<file path="config.mk">
export PLATFORM = sky130hd
export DESIGN_NAME = fwd_hazard_unit
export DESIGN_NICKNAME = d
export VERILOG_FILES = /design/src/rtl/fwd_hazard_unit.sv
export SDC_FILE = /design/constraint.sdc
export NUM_CORES = 1
export LEC_CHECK = 0
export BUFFER_PORTS_ARGS = -buffer_cell sky130_fd_sc_hd__buf_4
export CAP_MARGIN = 20
export CORE_UTILIZATION = 50
export CTS_CLUSTER_SIZE = 24
export DETAILED_ROUTE_END_ITERATION = 8
export GPL_TIMING_DRIVEN = 0
export PLACE_DENSITY_LB_ADDON = 0.08
export SLEW_MARGIN = 0
export SYNTH_ARGS = -nofsm -noshare
export SYNTH_HDL_FRONTEND = slang
export SYNTH_SLANG_ARGS = --single-unit
</file>
<file path="constraint.sdc">
create_clock -name clk -period 4.15 [get_ports clk]
set_clock_uncertainty 0.2 [all_clocks]
set_input_delay 0.83 -clock clk [delete_from_list [all_inputs] [get_ports clk]]
set_output_delay 0.83 -clock clk [all_outputs]
set_load 0.01 [all_outputs]
</file>
<file path="src/rtl/fwd_hazard_unit.sv">
// Operand forwarding and load-use hazard detection for the RV32I core.
// A shadow pipeline of destination-register tags follows the datapath stages after ID.
// Each source operand forwards from the youngest in-flight producer of its register.
// A stall is requested while that producer is a load whose data cannot be forwarded yet.
module fwd_hazard_unit #(
    parameter int REGFILE_ADDR_WIDTH = 5,
    parameter int FWD_STAGES         = 3,
    parameter int LOAD_READY_STAGE   = 1,
    parameter int SEL_WIDTH          = $clog2(FWD_STAGES + 1),
    parameter int CNT_WIDTH          = 16
) (
    input  logic                          clk,
    input  logic                          rst,
    input  logic                          id_valid,
    input  logic [REGFILE_ADDR_WIDTH-1:0] id_rs1_addr,
    input  logic [REGFILE_ADDR_WIDTH-1:0] id_rs2_addr,
    input  logic                          id_rs1_used,
    input  logic                          id_rs2_used,
    input  logic [REGFILE_ADDR_WIDTH-1:0] id_rd_addr,
    input  logic                          id_rd_wr_en,
    input  logic                          id_is_load,
    input  logic                          flush,
    output logic [SEL_WIDTH-1:0]          fwd_sel_rs1,
    output logic [SEL_WIDTH-1:0]          fwd_sel_rs2,
    output logic                          stall,
    output logic [CNT_WIDTH-1:0]          stall_cycles
);

    typedef struct packed {
        logic                          valid;
        logic [REGFILE_ADDR_WIDTH-1:0] rd;
        logic                          wr_en;
        logic                          is_load;
    } entry_t;

    // Index 0 is the EX stage; higher indices are progressively older instructions.
    entry_t pipe [FWD_STAGES];

    logic hazard_rs1;
    logic hazard_rs2;
    logic issue;

    // x0 is hard-wired to zero, so a write to it is never a forwarding source.
    function automatic logic is_match(input entry_t e,
                                      input logic [REGFILE_ADDR_WIDTH-1:0] rs);
        return e.valid && e.wr_en && (e.rd != '0) && (e.rd == rs);
    endfunction

    // Scan from the oldest stage toward EX so the youngest producer is the one that sticks.
    always_comb begin
        fwd_sel_rs1 = '0;
        fwd_sel_rs2 = '0;
        hazard_rs1  = 1'b0;
        hazard_rs2  = 1'b0;
        for (int k = FWD_STAGES - 1; k >= 0; k--) begin
            if (id_rs1_used && is_match(pipe[k], id_rs1_addr)) begin
                fwd_sel_rs1 = SEL_WIDTH'(k + 1);
                hazard_rs1  = pipe[k].is_load && (k < LOAD_READY_STAGE);
            end
            if (id_rs2_used && is_match(pipe[k], id_rs2_addr)) begin
                fwd_sel_rs2 = SEL_WIDTH'(k + 1);
                hazard_rs2  = pipe[k].is_load && (k < LOAD_READY_STAGE);
            end
        end
    end

    // A flush kills the ID instruction, so it can neither stall nor issue.
    assign stall = id_valid && !flush && (hazard_rs1 || hazard_rs2);
    assign issue = id_valid && !stall && !flush;

    // Tag pipeline always advances; a stalled or flushed slot enters EX as a bubble.
    always_ff @(posedge clk or posedge rst) begin
        if (rst) begin
            for (int k = 0; k < FWD_STAGES; k++) begin
                pipe[k] <= '0;
            end
        end else begin
            for (int k = FWD_STAGES - 1; k >= 1; k--) begin
                pipe[k] <= pipe[k - 1];
            end
            if (issue) begin
                pipe[0] <= '{valid: 1'b1, rd: id_rd_addr, wr_en: id_rd_wr_en,
                             is_load: id_is_load};
            end else begin
                pipe[0] <= '0;
            end
        end
    end

    // Saturating stall-cycle counter for performance monitoring.
    always_ff @(posedge clk or posedge rst) begin
        if (rst) begin
            stall_cycles <= '0;
        end else if (stall && (stall_cycles != '1)) begin
            stall_cycles <= stall_cycles + 1'b1;
        end
    end

endmodule

</file>
==> results of run 1 <==
sequential cells by signal, indices dropped and copies added, names as in the netlist:
register / count
pipe: 22
stall_cycles: 16
layer usage:
layer	vias to the layer above	global-route usage, %
li1	757	-
met1	763	31.6
met2	51	34.6
met3	8	5.86
met4	0	8.78
met5	-	0
layout make-up:
class,count,area (um^2)
Inverter,1,3.75
Buffer,1,5.00
Clock buffer,5,68.8
Tap cell,48,60.1
Timing Repair Buffer,43,323
Multi-Input combinational cell,141,1090
Sequential cell,38,951
Clock inverter,3,68.8
Fill cell,292,1230
per-stage QoR:
stage	power, mW	worst slack (ns)	instance area [um^2]	std cells
final	0.836	1.05	2570	280
after global routing	0.867	0.966	2570	280
after CTS	0.847	1.08	2570	280
after detailed placement	0.468	1.08	2430	272
after global placement	0.464	1.13	2430	272
after floorplan	0.435	1.48	2050	181
synthesized netlist by cell type (all sizes together), types with 2 or more instances:
library cell,instances
nor2b,3
dfrtp,38
nor4,9
nor3,4
or4,2
nor2,6
nand4,13
mux2,4
nand2b,2
o211ai,2
o21ai,6
nand2,9
and3,2
xnor2,21
a21oi,2
xor2,20
nand3,14
and4,2
and2,10
a31oi,2
critical path, cell delays in order:
cell	delay, ns
buf_4	0.13
xor2_1	0.16
nor4_1	0.39
nand3_1	0.16
o21ai_0	0.15
and2_1	0.13
buf_4	0.11
path summary, 6_finish.rpt:
kind / start / cells after the start / end
setup / recovery: id_rs2_addr[2] / 7 / fwd_sel_rs2[1]
hold / removal: pipe[9] / 0 / pipe[1]
setup reg to reg: pipe[18] / 5 / stall_cycles[12]
hold reg to reg: pipe[9] / 0 / pipe[1]
max in group asynchronous: rst / 2 / stall_cycles[3]
min in group asynchronous: rst / 2 / pipe[12]
cells by family (layout without fill, tap and decap cells):
kind of cell | count (synthesis) | in the layout | synth area share [%]
XOR/XNOR | 41 | 41 | 17.5
adder cells (fa/ha/maj) | 1 | 1 | 0.610
AO/OA/AOI/OAI | 17 | 17 | 8.43
multiplexers | 4 | 4 | 2.20
AND/OR/NAND/NOR | 78 | 78 | 24.4
buffers and inverters | 2 | 53 | 0.427
flip-flops | 38 | 38 | 46.4
report_power, final:
part / leakage (nW) / switching (mW) / internal [mW]
Clock: 0.0683 / 0.135 / 0.241
Combinational: 0.583 / 0.0368 / 0.0344
Sequential: 0.518 / 0.0106 / 0.379
Total: 1.17 / 0.182 / 0.654
==> Implementation_results.wiki, run 1 <==
{| class="wikitable"
! Metric !! Value
|-
| Maximum fanout along the worst path || 3
|-
| Kind of critical path || in2out
|-
| Overall fraction of global-route tracks in use || 23.0%
|-
| Post_cts resized || 0
|-
| Maximum level of the CTS H-tree || 2
|-
| Total of flip-flops plus latches after synthesis || 38
|-
| CTS Root Buffer Type || clkbuf_8
|-
| Post-route worst hold slack || ~0.21 ns
|-
| Async set-or-reset flop fraction in the synthesized netlist || 100%
|-
| Remaining global-route overflow || 0
|-
| Ratio of cells with drive above 1 in the final layout || ~30%
|-
| Crit. End Element || primary output
|-
| Maximum vdd ir drop || 272 uV
|-
| Gate Count Post-Synth || 181
|-
| Count of routing violations after the opening detailed-route iteration || 72
|-
| Post-CTS Setup Inserts || 0
|-
| Antenna fix cells || 0
|-
| Iteration count of the initial detailed-routing pass || 4
|-
| Min Clock Period, post-route || 3.10 ns
|-
| Top-level port count || 44
|-
| CTS hold repair buffers || 0
|-
| Number of max-slew violations in the final report || 0
|-
| Critical Path Start Type || input pin
|-
| Reg2Reg Setup Slack || 1.94 ns
|-
| Die Width || around 66 um
|-
| Global-route wire length before repair || between 7000 and 8000 um
|-
| Most common cell after layout, fill and taps aside || buf_4
|-
| Port Buffer Count || between 40 and 50
|-
| Overall routed net length || approximately 4400 um
|-
| Static power due to leakage || 1.17 nW
|-
| Outcome || finished, final reports clean
|-
| Crit path DAT || 2.07 ns
|-
| Clk sink count || 38
|-
| Area of the die || 4360 um^2
|-
| Sequential cell area fraction in the yosys report || 46.4%
|-
| # Max-Cap Violations || 0
|-
| Setup TNS Final || 0 ns
|-
| Weighted congestion at the end of routability-driven global placement || 0.828
|-
| TritonCTS clock tree || yes
|-
| Share of the synthesized area in the top cell type || 46.4%
|-
| Area growth from synthesis to layout || 25.4%
|-
| Initial antenna violation count || 0
|-
| Final number of setup-violating endpoints || 0
|-
| Top_reg_cell synth || dfrtp_1
|-
| YS warnings || 0
|-
| Number of nets in the layout || about 260
|-
| Via-per-instance ratio || 5.64
|-
| # DRC || 0
|-
| Uppermost metal layer occupied by signal nets || met4
|-
| Highest attainable clock frequency || 322 MHz
|-
| Count of unique library cells instantiated by Yosys || 38
|-
| Clock Path Buffers || 2
|-
| Count of nets left with antenna violations after detail routing || 0
|-
| Worst slew slack as a fraction of its limit || 47.6%
|-
| Clock Latency Late Sink || 0.29 ns
|-
| Pwr per Cell Area || 325 nW/um^2
|-
| Area of the mapped netlist || between 2000 and 2500 um^2
|-
| Class of the tightest hold or removal check || reg2reg
|-
| Number of buffers created by CTS || 5
|-
| Met2 wire length || 2050 um
|-
| Worst path required time || 3.12 ns
|-
| Utilization of the core after routing || 67.7%
|-
| DRT met1 WL || just over 2000 um
|-
| Period utilisation layout || about three quarters
|-
| Pin count of the biggest net entering global routing || 39
|-
| Via count of the first global-routing pass || about 1,600
|-
| Post-detailed-route wirelength per cell || between 15 and 20 um
|-
| Met3 wire length || between 200 and 250 um
|-
| Starting utilization of the core area || between 50% and 60%
|-
| Actual slew at the worst max-slew pin || between 0.7 and 0.8 ns
|-
| Average instance area after synthesis || around 11 um^2
|-
| Routed via count || around 1,600
|-
| DIE HEIGHT || 66.0 um
|-
| Area of the core || 3800 um^2
|-
| Number of synthesized flops with an enable pin || 0
|-
| Most frequent cells in the layout || 43 x buf_4, 38 x dfrtp_1, 21 x xnor2_1
|-
| Dominant cell type by area after synthesis || dfrtp_1
|-
| Synthesized net count || 205
|-
| Unrepaired setup endpoints after global routing || no
|-
| Top area cells in the synthesized netlist || dfrtp_1 46%, xnor2_1 9.0%, xor2_1 8.5%
|-
| Hold violation count in the final report || 0
|-
| Hpwl dp || between 3000 and 4000 um
|-
| Cell Rows || 22
|-
| Post-CTS clock slew at the launch and capture registers of the worst setup and hold paths || 0.08 ns
|}
Power figures use the tool's default switching activity.
==> inputs of run 2 (changes only) <==
--- a/config.mk
+++ b/config.mk
@@ -5,6 +5,7 @@
 export SDC_FILE = /design/constraint.sdc
 export NUM_CORES = 1
 export LEC_CHECK = 0
+export ABC_AREA = 1
 export BUFFER_PORTS_ARGS = -buffer_cell sky130_fd_sc_hd__buf_4
 export CAP_MARGIN = 20
 export CORE_UTILIZATION = 50
==> constraint.sdc (replaced) <==
create_clock -name clk -period 2.96 [get_ports clk]
set_clock_uncertainty 0.2 [all_clocks]
set_input_delay 0.592 -clock clk [delete_from_list [all_inputs] [get_ports clk]]
set_output_delay 0.592 -clock clk [all_outputs]
set_load 0.01 [all_outputs]
==> run 2 against run 1 <==
The flow now finishes with violations (DRC); via count rose by 43%; final cell count rose by 53%; worst setup slack got worse by 0.74 ns; synthesized area rose by 15%; clock power rose by 43%; wire length rose by 32%; global-route usage rose by 2.3 points; design area rose by 12%; register-to-register slack got worse by 0.89 ns; synthesized cell count rose by 79%; power rose by 42%.
==> Implementation_results.wiki, run 2 <==
{| class="wikitable"
! Metric !! Value
|-
| Share of the synthesized area in the top cell type || 40.5% (-5.9 points)
|-
| Post-CTS clock slew at the launch and capture registers of the worst setup and hold paths || 0.08 ns (about the same)
|-
| Area taken by flip-flops and latches || 951 um^2 (unchanged)
|-
| Die Width || 70.6 um (+6.9%)
|-
| Reg2Reg Launch Point || stall_cycles[0]
|-
| DIE HEIGHT || 70.6 um (+6.9%)
|-
| Most instantiated library cell after synthesis || nand2_1
|-
| Async set-or-reset flop fraction in the synthesized netlist || 100% (unchanged)
|-
| Most common cell after layout, fill and taps aside || nand2_1
|-
| Register ranked first by flip-flop count || pipe
|-
| Post-detailed-route wirelength per cell || 13.5 um (-14%)
|-
| Count of unique library cells instantiated by Yosys || 28 (-26%)
|-
| Hpwl dp || 4310 um (+28%)
|-
| Count of nets left with antenna violations after detail routing || 0 (unchanged)
|-
| Top area cells in the synthesized netlist || dfrtp_1 40%, nand2_1 15%, inv_1 8.3%
|-
| Actual slew at the worst max-slew pin || 0.803 ns (+0.0187 ns)
|-
| Ratio of cells with drive above 1 in the final layout || 18.7% (-12 points)
|-
| Dominant cell type by area after synthesis || dfrtp_1
|-
| Clk sink count || 38 (unchanged)
|-
| Global-route wire length before repair || 9870 um (+33%)
|-
| Period utilisation layout || 89.5%
|-
| Maximum vdd ir drop || 329 uV (+21%)
|-
| Post-CTS Setup Inserts || 0 (unchanged)
|-
| Post-route worst hold slack || 0.177 ns (-0.0356 ns)
|-
| Via count of the first global-routing pass || 2,096 (+33%)
|-
| Average instance area after synthesis || 7.25 um^2 (-36%)
|-
| Clock Path Buffers || 2 (unchanged)
|-
| Crit. End Element || primary output
|-
| Clock Latency Late Sink || 0.30 ns (about the same)
|-
| Initial antenna violation count || 0 (unchanged)
|-
| Crit path DAT || 1.86 ns (-0.21 ns)
|-
| Pin count of the biggest net entering global routing || 39 (unchanged)
|-
| Destination of the worst hold path || pipe[9]
|-
| Start point of the worst hold path || pipe[17]
|-
| Maximum level of the CTS H-tree || 2 (unchanged)
|-
| Number of nets in the layout || 398 (+56%)
|-
| Number of max-slew violations in the final report || 0 (unchanged)
|-
| Area of the mapped netlist || 2350 um^2 (+15%)
|-
| Worst slew slack as a fraction of its limit || 46.4% (-1.2 points)
|-
| Number of fill cells in the layout || 408 (+40%)
|-
| Overall fraction of global-route tracks in use || 25.3% (+2.3 points)
|-
| Pwr per Cell Area || 414 nW/um^2 (+27%)
|-
| Number of buffers created by CTS || 5 (unchanged)
|-
| Iteration count of the initial detailed-routing pass || 9 (+5)
|-
| Launching element of the worst setup path || pipe[19]
|-
| Overall routed net length || 5770 um (+32%)
|-
| Area of combinational cells with multiple inputs || 1160 um^2 (+6.3%)
|-
| Worst reg-to-reg path cell count || 8 (+3)
|-
| Unrepaired setup endpoints after global routing || no
|-
| Total of flip-flops plus latches after synthesis || 38 (unchanged)
|-
| Class of the tightest hold or removal check || reg2reg
|-
| Most frequent cells in the layout || 92 x nand2_1, 51 x inv_1, 43 x buf_4
|-
| # Max-Cap Violations || 0 (unchanged)
|-
| Area growth from synthesis to layout || 22.4%
|-
| Synth cell count leaders || 92 x nand2_1, 52 x inv_1, 38 x dfrtp_1
|-
| Highest cell delay on the worst timing path || 0.44 ns (+0.05 ns)
|-
| Starting utilization of the core area || 52.9% (-1.1 points)
|-
| Top-level port count || 44 (unchanged)
|-
| Top_reg_cell synth || dfrtp_1
|-
| R2R Path End || stall_cycles[6]
|-
| CTS hold repair buffers || 0 (unchanged)
|-
| Reg2Reg Setup Slack || 1.05 ns (-0.89 ns)
|-
| Cell Rows || 24 (+9.1%)
|-
| Post_cts resized || 0 (unchanged)
|-
| Maximum fanout along the worst path || 10 (+7)
|-
| Post-route cell area || 2880 um^2 (+12%)
|-
| Via-per-instance ratio || 5.28 (-6.3%)
|-
| Registers with the highest flip-flop counts || pipe (22), stall_cycles (16)
|-
| TritonCTS clock tree || yes
|-
| Port Buffer Count || 43 (unchanged)
|-
| Worst path required time || 2.17 ns (-0.95 ns)
|-
| Weighted congestion at the end of routability-driven global placement || 0.931 (+12%)
|-
| Antenna fix cells || 0 (unchanged)
|-
| Remaining global-route overflow || 0 (unchanged)
|-
| Worst setup margin || 0.311 ns (-0.736 ns)
|-
| Post-Place Worst Slack || 0.381 ns (-0.700 ns)
|-
| YS warnings || 0 (unchanged)
|-
| Static power due to leakage || 1.54 nW (+32%)
|-
| Area of the core || 4440 um^2 (+17%)
|-
| CTS Root Buffer Type || clkbuf_8
|-
| Number of cells in the finished layout apart from fillers || 427 (+53%)
|-
| Largest register FFs || 22 (unchanged)
|-
| CP dominant cell by count || nand2_1
|-
| Sequential cell area fraction in the yosys report || 40.5% (-5.9 points)
|-
| Area of the die || 4980 um^2 (+14%)
|-
| Kind of critical path || reg2out
|-
| Failing checks || DRC
|-
| Hold violation count in the final report || 0 (unchanged)
|-
| Placement Cell Area || 2740 um^2 (+13%)
|-
| Number of instances in the placed design || 419 (+54%)
|-
| Final number of setup-violating endpoints || 0 (unchanged)
|-
| Count of routing violations after the opening detailed-route iteration || 183 (+150%)
|-
| Number of cells on the worst hold path || 0 (unchanged)
|-
| # DRC || 6 (+6)
|-
| Outcome || finished, violations left
|-
| Routed via count || 2,256 (+43%)
|-
| Min Clock Period, post-route || 2.65 ns
|-
| Gate Count Post-Synth || 324 (+79%)
|-
| Cell at the slowest stage of the critical path || dfrtp_1
|-
| Number of synthesized flops with an enable pin || 0 (unchanged)
|-
| Highest attainable clock frequency || 378 MHz
|-
| Synthesized net count || 348 (+70%)
|-
| Setup TNS Final || 0 ns (unchanged)
|-
| Critical Path Start Type || flop
|-
| Cells along the critical path || inv_2, nand2_1, o21ai_0, nor2_1, nand4_1, nand2_2, buf_8, nand2_1, inv_1, buf_4
|}
[run 2: layout make-up]
type,count,share of cell area (%)
plain buffers,4,1.31
flip-flops and latches,38,33.1
clock inverters,3,2.39
inverters,54,7.05
multi-input cells,228,40.3
repair buffers,43,11.2
well taps,52,2.26
clock buffers,5,2.39
[run 2: report_power, final]
group          total (mW)  switching, mW  internal, mW
clock               0.536          0.198         0.338
combinational       0.111         0.0639        0.0471
sequential          0.543         0.0121         0.531
total                1.19          0.274         0.915
[run 2: cell families after synthesis]
logic type / after synthesis / share of synthesized area (%)
and+or+nand+nor: 198 / 39.7
DFF: 38 / 40.5
buffers and inverters: 58 / 10.2
xor gates and xnor gates: 16 / 5.96
AOI/OAI and AO/OA: 13 / 3.14
adders and majority gates: 1 / 0.532
[run 2: worst max-delay path: cells and delay by family, from the launching register on]
family | cells | cell delay, ns
and+or+nand+nor | 5 | 0.66
DFF | 1 | 0.44
buffers and inverters | 4 | 0.38
AOI/OAI and AO/OA | 1 | 0.07
[run 2: per-layer routing]
layer | vias up | part of all wire (%) | routed length, um | GRT usage (%)
li1 | 1136 | - | - | -
met1 | 1028 | 50 | 2870 | 39.3
met2 | 88 | 44 | 2520 | 36.2
met3 | 4 | 6.2 | 357 | 5.13
met4 | 0 | 0.36 | 21 | 5.78
met5 | - | 0 | 0 | 0
[run 2: per-stage QoR]
step,power (mW),util (%)
floorplan,0.614,-
global placement,0.661,61.6
detailed placement,0.664,61.6
CTS,1.20,64.7
global route,1.23,64.7
finish,1.19,64.7
[run 2: worst max path at each step]
stage | to | cells after the start
final | stall | 10
after global routing | stall | 11
after CTS | stall | 11
after detailed placement | stall | 12
after global placement | stall | 12
after floorplan | stall | 9
